<file path="src/rtl/mux_stream_nto1_if.sv">
// Stream bundle for mux_stream_nto1: N packed input channels with per-channel
// valid/ready, channel-selection controls, and one registered output stream
// carrying the data word and the index of the channel that produced it.
// The slave modport is the multiplexer's view; master is the environment's view.
interface mux_stream_nto1_if #(
  parameter int IN_WIDTH  = 32,
  parameter int NUM_CH    = 8,
  parameter int SEL_WIDTH = $clog2(NUM_CH)
);
  logic [NUM_CH*IN_WIDTH-1:0] in_data;
  logic [NUM_CH-1:0]          in_valid;
  logic [NUM_CH-1:0]          in_ready;
  logic                       mode;
  logic [SEL_WIDTH-1:0]       sel;
  logic [IN_WIDTH-1:0]        out_data;
  logic [SEL_WIDTH-1:0]       out_sel;
  logic                       out_valid;
  logic                       out_ready;

  modport slave (
    input  in_data, in_valid, mode, sel, out_ready,
    output in_ready, out_data, out_sel, out_valid
  );

  modport master (
    output in_data, in_valid, mode, sel, out_ready,
    input  in_ready, out_data, out_sel, out_valid
  );
endinterface

</file>
<file path="src/rtl/mux_stream_nto1.sv">
// mux_stream_nto1: N-to-1 valid/ready stream multiplexer with a single-entry
// registered output stage. Channel selection is either fixed (bus.sel) or
// round-robin (bus.mode = 1).
// Build option: define MUX_RR_EN to compile in the round-robin arbiter and its
// priority pointer. Without it, bus.mode is ignored and only fixed selection
// exists; out_sel then reports the sel value of the loaded word.

// Protocol checker kept beside the design; it only observes.
module mux_stream_nto1_chk #(
  parameter int IN_WIDTH  = 32,
  parameter int NUM_CH    = 8,
  parameter int SEL_WIDTH = $clog2(NUM_CH)
) (
  input logic                 clk,
  input logic                 rst_n,
  input logic [NUM_CH-1:0]    in_ready,
  input logic [IN_WIDTH-1:0]  out_data,
  input logic [SEL_WIDTH-1:0] out_sel,
  input logic                 out_valid,
  input logic                 out_ready
);
  localparam logic [SEL_WIDTH:0] NUM_CH_W = (SEL_WIDTH+1)'(NUM_CH);

  // At most one channel may be offered the slot in any cycle.
  a_ready_onehot: assert property (@(posedge clk) disable iff (!rst_n)
    $onehot0(in_ready))
    else $error("in_ready has more than one bit set");

  // A stalled word must not be touched and no channel may be offered the slot.
  a_hold_no_ready: assert property (@(posedge clk) disable iff (!rst_n)
    (out_valid && !out_ready) |-> (in_ready == '0))
    else $error("in_ready raised while output is stalled");

  a_hold_stable: assert property (@(posedge clk) disable iff (!rst_n)
    (out_valid && !out_ready) |=> (out_valid && $stable(out_data) && $stable(out_sel)))
    else $error("output word changed while stalled");

  // The reported channel index always names an existing channel.
  a_sel_range: assert property (@(posedge clk) disable iff (!rst_n)
    out_valid |-> ({1'b0, out_sel} < NUM_CH_W))
    else $error("out_sel outside channel range");
endmodule

module mux_stream_nto1 #(
  parameter int IN_WIDTH  = 32,
  parameter int NUM_CH    = 8,
  parameter int SEL_WIDTH = $clog2(NUM_CH)
) (
  input logic            clk,
  input logic            rst_n,
  mux_stream_nto1_if.slave bus
);
  // Channel table is padded to the full index range so any SEL_WIDTH index is
  // a legal lookup; padding slots never carry valid data.
  localparam int                 CH_SLOTS = 2**SEL_WIDTH;
  localparam logic [SEL_WIDTH:0] NUM_CH_W = (SEL_WIDTH+1)'(NUM_CH);

  logic [IN_WIDTH-1:0]  ch_data_s [CH_SLOTS];
  logic [CH_SLOTS-1:0]  ch_valid_s;

  logic                 can_load_s;
  logic                 fix_gnt_vld_s;
  logic [SEL_WIDTH-1:0] fix_gnt_idx_s;
  logic                 gnt_vld_s;
  logic [SEL_WIDTH-1:0] gnt_idx_s;
  logic                 rr_mode_s;
  logic                 load_s;
  logic [NUM_CH-1:0]    in_ready_s;

  logic [IN_WIDTH-1:0]  out_data_r;
  logic [SEL_WIDTH-1:0] out_sel_r;
  logic                 out_valid_r;

  // Unpack the flat channel bus into an indexable table.
  for (genvar i = 0; i < CH_SLOTS; i++) begin : g_ch
    if (i < NUM_CH) begin : g_real
      assign ch_data_s[i]  = bus.in_data[i*IN_WIDTH +: IN_WIDTH];
      assign ch_valid_s[i] = bus.in_valid[i];
    end else begin : g_pad
      assign ch_data_s[i]  = '0;
      assign ch_valid_s[i] = 1'b0;
    end
  end

  // The output slot can accept a word when empty or when draining this cycle.
  assign can_load_s = !out_valid_r || bus.out_ready;

  // Fixed selection grants only indices that name a real channel.
  assign fix_gnt_vld_s = ({1'b0, bus.sel} < NUM_CH_W);
  assign fix_gnt_idx_s = bus.sel;

`ifdef MUX_RR_EN
  localparam logic [SEL_WIDTH-1:0] LAST_CH = SEL_WIDTH'(NUM_CH - 1);

  logic [SEL_WIDTH-1:0] last_r;
  logic                 rr_gnt_vld_s;
  logic [SEL_WIDTH-1:0] rr_gnt_idx_s;

  assign rr_mode_s = bus.mode;

  // Round-robin search from last+1 upward with wrap; last itself is checked last.
  always_comb begin
    int  cand;
    logic hit;
    rr_gnt_vld_s = 1'b0;
    rr_gnt_idx_s = '0;
    cand         = 0;
    hit          = 1'b0;
    for (int k = 1; k <= NUM_CH; k++) begin
      cand = int'(last_r) + k;
      cand = (cand >= NUM_CH) ? (cand - NUM_CH) : cand;
      hit  = !rr_gnt_vld_s && ch_valid_s[cand];
      rr_gnt_idx_s = hit ? SEL_WIDTH'(cand) : rr_gnt_idx_s;
      rr_gnt_vld_s = rr_gnt_vld_s | hit;
    end
  end

  // Pick the grant source according to the requested mode.
  always_comb begin
    gnt_vld_s = 1'b0;
    gnt_idx_s = '0;
    if (rr_mode_s) begin
      gnt_vld_s = rr_gnt_vld_s;
      gnt_idx_s = rr_gnt_idx_s;
    end else begin
      gnt_vld_s = fix_gnt_vld_s;
      gnt_idx_s = fix_gnt_idx_s;
    end
  end

  // Priority pointer follows each round-robin transfer; fixed transfers leave it.
  always_ff @(posedge clk or negedge rst_n) begin
    if (!rst_n) begin
      last_r <= LAST_CH;
    end else if (load_s && rr_mode_s) begin
      last_r <= gnt_idx_s;
    end
  end
`else
  logic unused_mode_s;

  assign unused_mode_s = bus.mode;
  assign rr_mode_s     = 1'b0;

  // Only fixed selection exists in this build.
  always_comb begin
    gnt_vld_s = fix_gnt_vld_s;
    gnt_idx_s = fix_gnt_idx_s;
  end
`endif

  // Offer the slot to the granted channel only; independent of its valid.
  always_comb begin
    in_ready_s = '0;
    for (int i = 0; i < NUM_CH; i++) begin
      in_ready_s[i] = gnt_vld_s && can_load_s && (gnt_idx_s == SEL_WIDTH'(i));
    end
  end

  assign load_s = gnt_vld_s && can_load_s && ch_valid_s[gnt_idx_s];

  // Output register: load on input transfer, otherwise empty on drain.
  always_ff @(posedge clk or negedge rst_n) begin
    if (!rst_n) begin
      out_data_r  <= '0;
      out_sel_r   <= '0;
      out_valid_r <= 1'b0;
    end else if (load_s) begin
      out_data_r  <= ch_data_s[gnt_idx_s];
      out_sel_r   <= gnt_idx_s;
      out_valid_r <= 1'b1;
    end else if (bus.out_ready) begin
      out_valid_r <= 1'b0;
    end
  end

  assign bus.in_ready  = in_ready_s;
  assign bus.out_data  = out_data_r;
  assign bus.out_sel   = out_sel_r;
  assign bus.out_valid = out_valid_r;

  mux_stream_nto1_chk #(
    .IN_WIDTH  (IN_WIDTH),
    .NUM_CH    (NUM_CH),
    .SEL_WIDTH (SEL_WIDTH)
  ) u_chk (
    .clk       (clk),
    .rst_n     (rst_n),
    .in_ready  (in_ready_s),
    .out_data  (out_data_r),
    .out_sel   (out_sel_r),
    .out_valid (out_valid_r),
    .out_ready (bus.out_ready)
  );
endmodule

</file>
<file path="src/flat_wrapper.sv">
// flat-port wrapper written by rule: the top's interface ports become plain ports
module mux_stream_nto1_flat 
#(
  parameter int IN_WIDTH  = 32,
  parameter int NUM_CH    = 8,
  parameter int SEL_WIDTH = $clog2(NUM_CH)
)
  (clk, rst_n, bus_in_data, bus_in_valid, bus_mode, bus_sel, bus_out_ready, bus_in_ready, bus_out_data, bus_out_sel, bus_out_valid);
  mux_stream_nto1_if #(.IN_WIDTH(IN_WIDTH), .NUM_CH(NUM_CH), .SEL_WIDTH(SEL_WIDTH)) bus_i ();
  input logic clk;
  input logic rst_n;
  input wire logic [$bits(bus_i.in_data)-1:0] bus_in_data;
  input wire logic [$bits(bus_i.in_valid)-1:0] bus_in_valid;
  input wire logic [$bits(bus_i.mode)-1:0] bus_mode;
  input wire logic [$bits(bus_i.sel)-1:0] bus_sel;
  input wire logic [$bits(bus_i.out_ready)-1:0] bus_out_ready;
  output wire logic [$bits(bus_i.in_ready)-1:0] bus_in_ready;
  output wire logic [$bits(bus_i.out_data)-1:0] bus_out_data;
  output wire logic [$bits(bus_i.out_sel)-1:0] bus_out_sel;
  output wire logic [$bits(bus_i.out_valid)-1:0] bus_out_valid;
  assign bus_i.in_data = bus_in_data;
  assign bus_i.in_valid = bus_in_valid;
  assign bus_i.mode = bus_mode;
  assign bus_i.sel = bus_sel;
  assign bus_i.out_ready = bus_out_ready;
  assign bus_in_ready = bus_i.in_ready;
  assign bus_out_data = bus_i.out_data;
  assign bus_out_sel = bus_i.out_sel;
  assign bus_out_valid = bus_i.out_valid;
  mux_stream_nto1 #(.IN_WIDTH(IN_WIDTH), .NUM_CH(NUM_CH), .SEL_WIDTH(SEL_WIDTH)) u_core (.clk(clk), .rst_n(rst_n), .bus(bus_i));
endmodule
</file>
<file path="config.mk">
export PLATFORM = sky130hd
export DESIGN_NAME = mux_stream_nto1_flat
export DESIGN_NICKNAME = d
export VERILOG_FILES = /design/src/rtl/mux_stream_nto1_if.sv /design/src/rtl/mux_stream_nto1.sv /design/src/flat_wrapper.sv
export SDC_FILE = /design/constraint.sdc
export NUM_CORES = 1
export LEC_CHECK = 0
export CAP_MARGIN = 10
export CORE_AREA = 2 2 124 126
export DETAILED_ROUTE_END_ITERATION = 10
export DIE_AREA = 0 0 126 128
export GPL_TIMING_DRIVEN = 0
export PLACE_DENSITY = 0.72
export SLEW_MARGIN = 5
export SYNTH_ARGS = -nofsm -noshare
export SYNTH_HDL_FRONTEND = slang
export SYNTH_HIERARCHICAL = 1
export SYNTH_SLANG_ARGS = --single-unit
</file>
<file path="constraint.sdc">
create_clock -name clk -period 3.1 [get_ports clk]
set_clock_uncertainty 0.05 [all_clocks]
set_input_delay 0.775 -clock clk [delete_from_list [all_inputs] [get_ports clk]]
set_output_delay 0.775 -clock clk [all_outputs]
set_load 0.05 [all_outputs]
</file>
# After elaboration in Yosys (flattened, before gate mapping)
# Cells that the tools add are included.
# totals
regBits	36
input_bits	271
word_cells	33
# classes
magnitude_cmp	2
n_eq_ne	7
mux	7
bitwise_logic	1
reduce_logical	13
# ops
operator	n
32-bit binary-select mux with 3-bit select	1
32-bit two-way mux	2
3-bit equality test (second input constant)	4
1-bit logical AND	9
3-bit by 2-bit equality test with 1-bit output (second input constant)	2
4-bit greater-or-equal comparator (second input constant)	1
3-bit by 4-bit < comparator with 1-bit output (second input constant)	1
3-bit inverter with 4-bit output	1
1-bit binary-select mux with 3-bit select	1
3-bit by 1-bit equality test with 1-bit output (second input constant)	1
3-bit zero test	1
1-bit two-way mux	3
2-bit nonzero test	1
1-bit zero test	1
1-bit logical OR	1

# Longest topological paths before layout
# depth
depth_word	4
ltp_mapped	7

# Worst setup path after synthesis
# No wires, ideal clock.
# synth_path
kind	input port to output port
from	input bus_sel[1]
to	output bus_in_ready[0]
arrival_time_ns	2.512
t_required_ns	2.275
setup_slack_ns	-0.237
cell_stages	5
path_buffers	3
path_cell_list	buf_4 buf_2 buf_2 nand2b_1 nor3_1
# synth_via
elab_chain_len	2
# synth_lines
element	line	text
start: declaration	flat_wrapper.sv:15	input wire logic [$bits(bus_i.sel)-1:0] bus_sel;
3-bit zero test	mux_stream_nto1.sv:156	in_ready_s[i] = gnt_vld_s && can_load_s && (gnt_idx_s == SEL_WIDTH'(i));
1-bit logical AND	mux_stream_nto1.sv:156	
end: declaration	flat_wrapper.sv:17	output wire logic [$bits(bus_i.in_ready)-1:0] bus_in_ready;
# No other way between the ends.

# Worst setup path in the final report
# layout_path
from	input bus_sel[2]
to	output bus_in_ready[5]
# layout_via
elab_chain_len	2
# layout_lines
element	line
3-bit equality test	mux_stream_nto1.sv:156
1-bit logical AND	mux_stream_nto1.sv:156
# No other way between the ends.

==> flow_summary.ini <==
[global_routing]
gr-usage-all-layers_pct = 17.19
grt_overflow = 0
grt_max_degree = 35
grt_pass1_vias = 4029
grt_pass1_wl_um = 21400
antenna_found_initial = 0

[synthesis]
seq_area_frac_synth_pct = 25.40
synth_top_area_cell = dfrtp_1
synth_top_area_share_pct = 25.40
ys_top_cells_by_area = dfrtp_1, mux4_1, mux2_2
synthFlopType = dfrtp_1
synth_most_common_cell = mux2_2
synth_area_um2 = 3547
synth-edff-count = 0
avgSynthCellArea_um2 = 16.35
netlist_top_cells_count = mux2_2, dfrtp_1, mux4_2
synth_nets = 488
syn_inst = 217
yosysWarnings = 6
yosysUniqueCellTypes = 20
ys_ff_latch = 36
async_reset_ff_share_pct = 100.0

[floorplanning]
core_area_um2 = 14860
die_x_um = 126
ioPinCount = 315
fp.dieH_um = 128
dieArea_um2 = 16130
initial_utilization_pct = 23.86
std_cell_rows = 45

[clock_tree]
cts_max_level = 2
cts_tree = built
clk_transition_reported_paths_ns = 0.05
cts_root_buffer = clkbuf_16
clock-sinks = 36
cts_inserted_buffers = 5
insertion_delay_ns = 0.27
cts_buffer_depth = 2

[worst_setup_path]
crit_required_ns = 2.27
cp-end-kind = primary output
ff2ff_setup_slack_ns = 1.55
crit_arrival_ns = 2.19
crit-reg2reg-launch = u_core/bus.out_valid
regToRegEndpoint = u_core/bus.out_data[3]
cp-start-kind = input port
setup.worst_path.class = in2out
worstSetupEndpoint = bus_in_ready[5]
r2r_cells = 4
worstSetupStartpoint = bus_sel[2]
crit_path_max_fanout = 19

[timing]
finalSetupTns_ns = 0
fin_crit_sh_pct = 97.35
maxSlewHeadroom_pct = 49.65
post-route-min-period_ns = 3.018
slew_violations = 0
worst_pin_slew_ns = 0.7553
rsz0062_at_grt = false
max_freq_ghz = 0.3313
hold_viol = 0
setup_viol = 0

[place]
gp_congestion = 0.8750
dp.cells = 718
hpwl_um = 12090
placed_cell_area_um2 = 6930
port_buffers = 312

[final_layout]
nFillCells = 1341
fin_area_um2 = 7068
diodes = 0
drive_above_1_share_pct = 25.05
final_nets = 805
syn2layout_area_growth_pct = 99.26
instances_no_fill = 723

[routing]
dr.pass1.iters = 4
drtIter0Drc = 64
antenna_left = 0
remaining_drc_errors = 0
drt-vias-per-instance = 4.813
vias = 3480
drt-total-wl_um = 14440
wire_per_inst_um = 19.97

[power_and_ir_drop]
vdd_ir_drop_max_uv = 166.8
leakage_uw = 0.002686
power-per-cell-area_nw_per_um2 = 398.7

[flow_run]
drv_cap = 0

[worst_hold_path]
hold_path_class = in2async

[status]
outcome = finished, final reports clean
==> registers in the layout (all words and copies together) (netlist names) <==
register	cells
u_core/bus.out_data	32
u_core/bus.out_sel	3
u_core/bus.out_valid	1
==> stage by stage <==
stage	utilization, %	setup slack [ns]	power (uW)	hold WS (ns)
after CTS	47.67	0.01272	2866	0.2388
after global placement	46.52	-0.9538	2313	0.4279
after detailed placement	46.62	-0.9815	2337	0.4411
final	47.55	0.08203	2818	0.2491
after global routing	47.55	0.0002935	2943	0.2443
after floorplan	-	0.1346	1585	0.4294
==> power breakdown <==
group	total, uW	internal [uW]	switching (uW)	leakage, uW
Clock	508	321	188	0.0000712
Combinational	1640	827	813	0.00219
Sequential	669	605	64.4	0.000420
==> cells in the final DEF, fill, tap and decap left out, types with 2 or more instances in the layout <==
cell and count:
nor3_2 2, buf_4 2, clkdlybuf4s15_2 5, mux4_2 33, buf_6 8, clkdlybuf4s50_1 303, buf_2 7, nand2_1 4
mux4_1 31, clkbuf_16 5, dfrtp_1 36, mux2i_1 4, clkbuf_1 7, nand2b_1 3, nor2_1 7, nand3_1 2
mux2_2 66
==> metal layers <==
layer	GRT usage (%)	part of all wire (%)
met1	18.45	36
met2	34.00	55
met3	3.631	8.1
met4	4.331	1.4
met5	0	0
==> layout make-up <==
type | instances | area [um2] | share of cell area [%]
timing repair buffer | 313 | 3134 | 44.34
sequential | 36 | 900.9 | 12.75
tap | 188 | 235.2 | 3.328
buffer | 20 | 148.9 | 2.107
multi-input combinational | 158 | 2502 | 35.40
clock buffer | 8 | 146.4 | 2.071
==> how the worst min path moves through the flow <==
stage / start / to / slack (ns)
finish: rst_n / u_core/bus.out_data[11] / 0.25
detailed placement: u_core/bus.out_data[22] / u_core/bus.out_data[22] / 0.44
global placement: u_core/bus.out_sel[2] / u_core/bus.out_sel[2] / 0.43
floorplan: rst_n / u_core/bus.out_data[0] / 0.43
CTS: rst_n / u_core/bus.out_data[11] / 0.24
global route: rst_n / u_core/bus.out_data[11] / 0.24
==> timing repair <==
| item | CTS | global route |
|---|---|---|
| setup endpoints to repair | 8 | 4 |
| endpoints found under the hold margin | 0 | 0 |
| buffers inserted | 0 | 0 |
| hold buffers | 0 | 0 |
| resized for setup | 26 | 4 |
==> kinds of logic after synthesis <==
kind of cell / synth area share [%]
AO/OA/AOI/OAI: 0.7054
buffers and inverters: 4.339
AND/OR/NAND/NOR: 3.245
multiplexers: 66.31
flip-flops: 25.40
==> critical path, cell delays in order <==
cell             delay [ns]
clkdlybuf4s50_1        0.55
buf_6                  0.25
nand2_1                0.11
nor2_1                 0.12
clkdlybuf4s18_2        0.37
Note: power is estimated with default switching activity, not from simulation.
